## src/rtl/lsu_pkg.sv

```systemverilog
// Shared constants, FSM state type and decode helpers for the load/store unit.
package lsu_pkg;

  localparam logic [2:0] F3_LB  = 3'd0;
  localparam logic [2:0] F3_LH  = 3'd1;
  localparam logic [2:0] F3_LW  = 3'd2;
  localparam logic [2:0] F3_LBU = 3'd4;
  localparam logic [2:0] F3_LHU = 3'd5;
  localparam logic [2:0] F3_SB  = 3'd0;
  localparam logic [2:0] F3_SH  = 3'd1;
  localparam logic [2:0] F3_SW  = 3'd2;

  localparam int BYTE_W = 8;
  localparam int HALF_W = 16;
  localparam int WORD_W = 32;

  // Access size lives in funct3[1:0]; funct3[2] selects zero-extension.
  localparam logic [1:0] SZ_B = 2'd0;
  localparam logic [1:0] SZ_H = 2'd1;
  localparam logic [1:0] SZ_W = 2'd2;

  typedef enum logic [1:0] {
    S_IDLE,
    S_ACCESS,
    S_WRITE
  } lsu_state_e;

  function automatic logic is_illegal_f3(input logic [2:0] f3);
    return (f3 == 3'd3) || (f3 == 3'd6) || (f3 == 3'd7);
  endfunction

  function automatic logic is_misaligned(input logic [1:0] sz, input logic [1:0] lo);
    case (sz)
      SZ_H:    return lo[0];
      SZ_W:    return lo != 2'b00;
      default: return 1'b0;
    endcase
  endfunction

endpackage

```

## src/rtl/lsu_lane_align.sv

```systemverilog
// Combinational lane logic: extracts/extends a load lane and merges sub-word
// store data into the word read back from memory.
module lsu_lane_align
  import lsu_pkg::*;
(
  input  logic [WORD_W-1:0] rd_word_i,
  input  logic [1:0]        addr_lo_i,
  input  logic [2:0]        funct3_i,
  input  logic [HALF_W-1:0] st_data_i,
  output logic [WORD_W-1:0] ld_data_o,
  output logic [WORD_W-1:0] merged_o
);

  logic [BYTE_W-1:0] byte_v;
  logic [HALF_W-1:0] half_v;
  logic              zext;

  always_comb begin
    byte_v    = BYTE_W'(rd_word_i >> {addr_lo_i, 3'b000});
    half_v    = HALF_W'(rd_word_i >> {addr_lo_i[1], 4'b0000});
    zext      = funct3_i[2];
    ld_data_o = rd_word_i;
    merged_o  = rd_word_i;
    case (funct3_i[1:0])
      SZ_B: begin
        ld_data_o = zext ? {24'd0, byte_v} : {{24{byte_v[BYTE_W-1]}}, byte_v};
        merged_o[{addr_lo_i, 3'b000} +: BYTE_W] = st_data_i[BYTE_W-1:0];
      end
      SZ_H: begin
        // addr[0] never selects a half, so an unaligned half folds down.
        ld_data_o = zext ? {16'd0, half_v} : {{16{half_v[HALF_W-1]}}, half_v};
        merged_o[{addr_lo_i[1], 4'b0000} +: HALF_W] = st_data_i;
      end
      default: ;
    endcase
  end

endmodule

```

## src/rtl/load_store_unit.sv

```systemverilog
// RV32I load/store unit: word memory access with read-modify-write sub-word stores.
// Optional feature macro: LSU_MISALIGN_TRAP_EN (trap misaligned H/W accesses).
module load_store_unit
  import lsu_pkg::*;
#(
  parameter int ADDR_W = 10
) (
  input  logic        clk,
  input  logic        rst,
  input  logic        req_valid,
  output logic        req_ready,
  input  logic        req_we,
  input  logic [2:0]  req_funct3,
  input  logic [31:0] req_addr,
  input  logic [31:0] req_wdata,
  output logic        rsp_valid,
  output logic [31:0] rsp_rdata,
  output logic        rsp_err,
  output logic [31:0] mem_a,
  output logic [31:0] mem_wd,
  output logic        mem_we,
  input  logic [31:0] mem_rd
);

  lsu_state_e          state_q;
  logic                we_q;
  logic [2:0]          f3_q;
  logic [ADDR_W+1:0]   addr_q;
  logic [WORD_W-1:0]   wdata_q;
  logic [WORD_W-1:0]   merge_q;
  logic                rsp_valid_q;
  logic [WORD_W-1:0]   rsp_rdata_q;
  logic                rsp_err_q;

  logic [WORD_W-1:0]   ld_data;
  logic [WORD_W-1:0]   merged;
  logic                misalign_err;
  logic                access_err;
  logic                is_word;
  logic                sw_access;
  logic                unused_addr_hi;

  // Address bits above the memory size wrap silently.
  assign unused_addr_hi = ^req_addr[31:ADDR_W+2];

`ifdef LSU_MISALIGN_TRAP_EN
  assign misalign_err = is_misaligned(f3_q[1:0], addr_q[1:0]);
`else
  assign misalign_err = 1'b0;
`endif

  assign access_err = is_illegal_f3(f3_q) || misalign_err;
  assign is_word    = (f3_q[1:0] == SZ_W);
  assign sw_access  = (state_q == S_ACCESS) && we_q && is_word && !access_err;

  lsu_lane_align u_lane_align (
    .rd_word_i (mem_rd),
    .addr_lo_i (addr_q[1:0]),
    .funct3_i  (f3_q),
    .st_data_i (wdata_q[HALF_W-1:0]),
    .ld_data_o (ld_data),
    .merged_o  (merged)
  );

  always_ff @(posedge clk) begin
    if (rst) begin
      state_q     <= S_IDLE;
      we_q        <= 1'b0;
      f3_q        <= 3'd0;
      addr_q      <= '0;
      wdata_q     <= '0;
      merge_q     <= '0;
      rsp_valid_q <= 1'b0;
      rsp_rdata_q <= '0;
      rsp_err_q   <= 1'b0;
    end else begin
      rsp_valid_q <= 1'b0;
      case (state_q)
        S_IDLE: begin
          if (req_valid) begin
            we_q    <= req_we;
            f3_q    <= req_funct3;
            addr_q  <= req_addr[ADDR_W+1:0];
            wdata_q <= req_wdata;
            state_q <= S_ACCESS;
          end
        end
        S_ACCESS: begin
          state_q <= S_IDLE;
          if (access_err) begin
            rsp_valid_q <= 1'b1;
            rsp_err_q   <= 1'b1;
            rsp_rdata_q <= '0;
          end else if (!we_q) begin
            rsp_valid_q <= 1'b1;
            rsp_err_q   <= 1'b0;
            rsp_rdata_q <= ld_data;
          end else if (is_word) begin
            rsp_valid_q <= 1'b1;
            rsp_err_q   <= 1'b0;
            rsp_rdata_q <= '0;
          end else begin
            merge_q <= merged;
            state_q <= S_WRITE;
          end
        end
        S_WRITE: begin
          state_q     <= S_IDLE;
          rsp_valid_q <= 1'b1;
          rsp_err_q   <= 1'b0;
          rsp_rdata_q <= '0;
        end
        default: state_q <= S_IDLE;
      endcase
    end
  end

  // Write strobe is gated by rst so an aborted access never reaches memory.
  assign mem_we    = !rst && (sw_access || (state_q == S_WRITE));
  assign mem_wd    = sw_access ? wdata_q : ((state_q == S_WRITE) ? merge_q : '0);
  assign mem_a     = {{(32 - ADDR_W){1'b0}}, addr_q[ADDR_W+1:2]};
  assign req_ready = (state_q == S_IDLE);
  assign rsp_valid = rsp_valid_q;
  assign rsp_rdata = rsp_rdata_q;
  assign rsp_err   = rsp_err_q;

endmodule

```

## config.mk

```make
export PLATFORM = sky130hd
export DESIGN_NAME = load_store_unit
export DESIGN_NICKNAME = d
export VERILOG_FILES = /design/src/rtl/lsu_pkg.sv /design/src/rtl/lsu_lane_align.sv /design/src/rtl/load_store_unit.sv
export SDC_FILE = /design/constraint.sdc
export NUM_CORES = 1
export LEC_CHECK = 0
export ABC_AREA = 1
export CELL_PAD_IN_SITES_DETAIL_PLACEMENT = 2
export CELL_PAD_IN_SITES_GLOBAL_PLACEMENT = 2
export CORE_ASPECT_RATIO = 1.25
export CORE_MARGIN = 3
export CORE_UTILIZATION = 25
export DETAILED_ROUTE_END_ITERATION = 8
export GPL_ROUTABILITY_DRIVEN = 0
export GPL_TIMING_DRIVEN = 0
export PLACE_DENSITY_LB_ADDON = 0.08
export SLEW_MARGIN = 10
export SYNTH_ARGS = -nofsm -noshare
export SYNTH_HDL_FRONTEND = slang
export SYNTH_SLANG_ARGS = --single-unit
```

## constraint.sdc

```tcl
create_clock -name clk -period 2.2 [get_ports clk]
set_input_delay 0.66 -clock clk [delete_from_list [all_inputs] [get_ports clk]]
set_output_delay 0.66 -clock clk [all_outputs]
set_load 0.05 [all_outputs]
```

==> results_dict.tcl <==
set metrics [dict create \
    holdWs_ns 0.4676 \
    setup_viol 33 \
    cts-root-buf "clkbuf_16" \
    worst_slack_ns -0.3561 \
    synth.avg_cell_area_sq_um 6.825 \
    cellPowerDensity_nw_per_um2 739.6 \
    cp_max_fo 5 \
    std_cell_rows 64 \
    ys_ff_latch 116 \
    drt_first_pass_iters 5 \
    die_h_um 184.0 \
    violations "negative setup slack" \
    cellInternalPower_mw 4.618 \
    synth_top_family_by_area "compound AO/OA/AOI/OAI gates" \
    drc_errors 0 \
    power_mw 7.305 \
    cts_tree "done" \
    drtAntennaViolNets 0 \
    die-area_sq_um 27290 \
    worst_pin_slew_ns 0.7436 \
    path_common_cell "buf_6" \
    slew-limit-headroom 0.5043 \
    clk_pin_slew_ns 0.06 \
    initial_core_util 0.2560 \
    grt_pass1_vias 8004 \
    synth_xor_xnor_area_share 0 \
    cts.htree.levels 4 \
    port_buffers 159 \
    finClkSkew_ns 0.008432 \
    crit_required_ns 1.54 \
    avgViaCountPerCell 5.003 \
    stdcell_area_sq_um 9877 \
    synthAdderAreaFrac 0.01580 \
    syn_inst 928 \
    pwr-share-clk 0.378 \
    wirelength_um 32700 \
    criticalPathCategory "reg -> out" \
    synth_mux_area_frac 0 \
    cts_buffer_depth 2 \
    rsz0062_at_grt "true" \
    clock_latency_ns 0.43 \
    endpoint_kind "primary output" \
    multiInputGateArea_sq_um 3845 \
    antennaDiodeCount 0 \
    numCtsBuffers 17 \
    maxSlewViolCount 0 \
    worst_path_max_delay_cell "dfxtp_2" \
    dp_hpwl_um 24460 \
    synth_compound_area_frac 0.2983 \
    hold_violations 0 \
    drive_gt1_frac 0.2080 \
    syn_area_sq_um 6334 \
    critical_path.cell_chain "inv_2 -> ha_4 -> nand4_1 -> buf_6 -> buf_12 -> clkbuf_16 -> o21ai_1 -> buf_6" \
    postPlaceCellArea_sq_um 8676 \
    die_x_um 148.4 \
    path_delay_family "buffers and inverters" \
    grt_antenna_before_repair 0 \
    io_pins 203 \
    grt_pass1_wl_um 48540 \
    worst_setup_path_start_kind "register" \
    gr-usage-all-layers 0.2329 \
    overflow 0 \
    grt_start_max_net_pins 17 \
    min_period_ns 2.556 \
    peakVddDrop_uv 539.5 \
    setup_tns_ns -10.70 \
    hp-class "reg -> reg" \
    layout_worst_path_cycle_share 1.162 \
    clock-sinks 116 \
    core_area_sq_um 24740 \
    cpPeakStageDelay_ns 0.33 \
    worst_ep_arrival_time_ns 1.90 \
    wire_per_inst_um 22.04 \
    cap_violations 0 \
    fin_nets 1252 \
    combPwrFrac 0.288 \
    seq_area_frac_synth 0.3667 \
    area_delta_synth_final_pct 55.95 \
    synth_warnings 0 \
    leakagePower_nw 3.970 \
    fill_cells 2873 \
    synth_cell_types 31 \
    max_freq_mhz 391.2 \
    synth-simple-area-share 0.2001 \
    pwr-share-seq 0.333 \
    regArea_sq_um 2326 \
    path_buf_inv 5 \
    p_sw_mw 2.687 \
    drtIter0Drc 285 \
    swShare 0.3679 \
    status "complete, but fails checks" \
    via_count 7425 \
]
[layer usage]
metal  up-vias  GRT usage  wire length [um]
met5         -          0                 0
met4         0    0.08059               942
met3        53    0.02811              1195
met2       212     0.4101             16250
met1      3598     0.2939             14320
li1       3562          -                 -
[worst register-to-register path: cells and delay by family, from the launching register on]
kind | cells | cell delay [ns]
buffers and inverters | 5 | 0.96
DFF | 1 | 0.34
and+or+nand+nor | 1 | 0.29
adders and majority gates | 1 | 0.20
AOI/OAI and AO/OA | 1 | 0.13
[power by group through the flow]
stage	clock, mW	combinational (mW)	sequential (mW)
after floorplan	0	1.12	2.62
after global placement	0	2.04	2.45
after detailed placement	0	2.08	2.45
after CTS	2.81	2.08	2.42
after global routing	2.92	2.30	2.46
final	2.76	2.11	2.44
[Yosys cell counts]
| master | number | area share |
|---|---|---|
| a21oi_1 | 140 | 0.11 |
| nand2_2 | 1 | 0.00099 |
| nand2_4 | 2 | 0.0036 |
| o21ai_0 | 119 | 0.094 |
| nor2_4 | 2 | 0.0036 |
| nand3_4 | 1 | 0.0028 |
| o2111ai_1 | 3 | 0.0041 |
| buf_4 | 35 | 0.041 |
| nor2_8 | 1 | 0.0032 |
| a22o_1 | 1 | 0.0014 |
| ha_1 | 8 | 0.016 |
| o21ai_1 | 22 | 0.017 |
| o21bai_1 | 4 | 0.0047 |
| inv_2 | 12 | 0.0071 |
| nand2_1 | 141 | 0.084 |
| a211oi_1 | 1 | 0.0012 |
| clkbuf_1 | 45 | 0.027 |
| inv_1 | 41 | 0.024 |
| nand3_2 | 1 | 0.0016 |
| or2_2 | 4 | 0.0040 |
| a31oi_1 | 32 | 0.032 |
| conb_1 | 1 | 0.00059 |
| o211ai_1 | 28 | 0.033 |
| dfxtp_1 | 116 | 0.37 |
| nand4_1 | 5 | 0.0049 |
| nand3_1 | 39 | 0.031 |
| buf_1 | 6 | 0.0036 |
| buf_6 | 2 | 0.0036 |
| nor3_1 | 10 | 0.0079 |
| buf_2 | 15 | 0.012 |
| nor2_1 | 90 | 0.053 |
[per-stage QoR]
stage / instances / setup WS (ns) / utilization
global placement: 1438 / -0.8833 / 0.3506
CTS: 1478 / -0.3216 / 0.3902
floorplan: 949 / -0.2233 / -
detailed placement: 1438 / -0.8957 / 0.3506
finish: 1484 / -0.3561 / 0.3992
global route: 1484 / -0.4180 / 0.3992
[cell usage in the layout, fill, tap and decap left out, types with 3 or more instances in the layout]
| cell type | count |
|---|---|
| nor2_1 | 75 |
| o21ai_2 | 10 |
| a21oi_4 | 16 |
| nand2_1 | 138 |
| o2111ai_1 | 3 |
| o21ai_4 | 5 |
| clkinvlp_4 | 5 |
| dfxtp_2 | 3 |
| nand2_4 | 3 |
| or2_2 | 4 |
| inv_2 | 12 |
| clkdlybuf4s50_1 | 80 |
| nand3_2 | 15 |
| o21bai_1 | 4 |
| clkinv_2 | 4 |
| clkbuf_16 | 22 |
| inv_1 | 40 |
| buf_6 | 39 |
| a21oi_1 | 123 |
| clkbuf_1 | 37 |
| o21ai_1 | 9 |
| dlygate4sd2_1 | 44 |
| buf_8 | 4 |
| buf_12 | 5 |
| ha_1 | 6 |
| o211ai_1 | 28 |
| buf_2 | 11 |
| nand4_1 | 5 |
| nand3_1 | 24 |
| buf_4 | 42 |
| o21ai_0 | 117 |
| nand2_2 | 3 |
| dfxtp_1 | 113 |
| nor2_4 | 16 |
| conb_1 | 22 |
| a31oi_1 | 32 |
| nor3_1 | 10 |
| clkbuf_2 | 5 |
[sequential cells by signal, summed over array words and instances (netlist names)]
name,count
f3_q,3
rsp_rdata,32
rsp_err,1
addr_q,12
rsp_valid,1
merge_q,32
wdata_q,32
state_q,2
we_q,1
[logic make-up after synthesis]
logic type,count (synthesis)
compound gates,350
flops,116
other cells,1
buf+inv,156
fa+ha+maj,8
simple gates,297
[cell type report]
class	count	area share
Clock inverter	13	0.01368
Buffer	101	0.07081
Clock buffer	19	0.04383
Timing Repair Buffer	175	0.1847
Sequential cell	116	0.2355
Inverter	53	0.02040
Tap cell	330	0.04180
Multi-Input combinational cell	677	0.3893
[path summary, 6_finish.rpt]
| check | from | to | slack [ns] | cells after the start |
|---|---|---|---|---|
| setup / recovery | state_q[1] | mem_wd[0] | -0.36 | 8 |
| setup reg to reg | state_q[1] | f3_q[0] | 0.14 | 8 |
| hold / removal | rsp_rdata[18] | rsp_rdata[18] | 0.47 | 2 |
| hold reg to reg | rsp_rdata[18] | rsp_rdata[18] | 0.47 | 2 |
[timing repair]
item	4_1_cts	5_1_grt
gates resized for setup	374	30
gates cloned	3	4
pin swaps	5	7
setup buffers	6	4
hold buffers	0	0
setup endpoints to repair	120	82
Note: power is estimated with default switching activity, not from simulation.
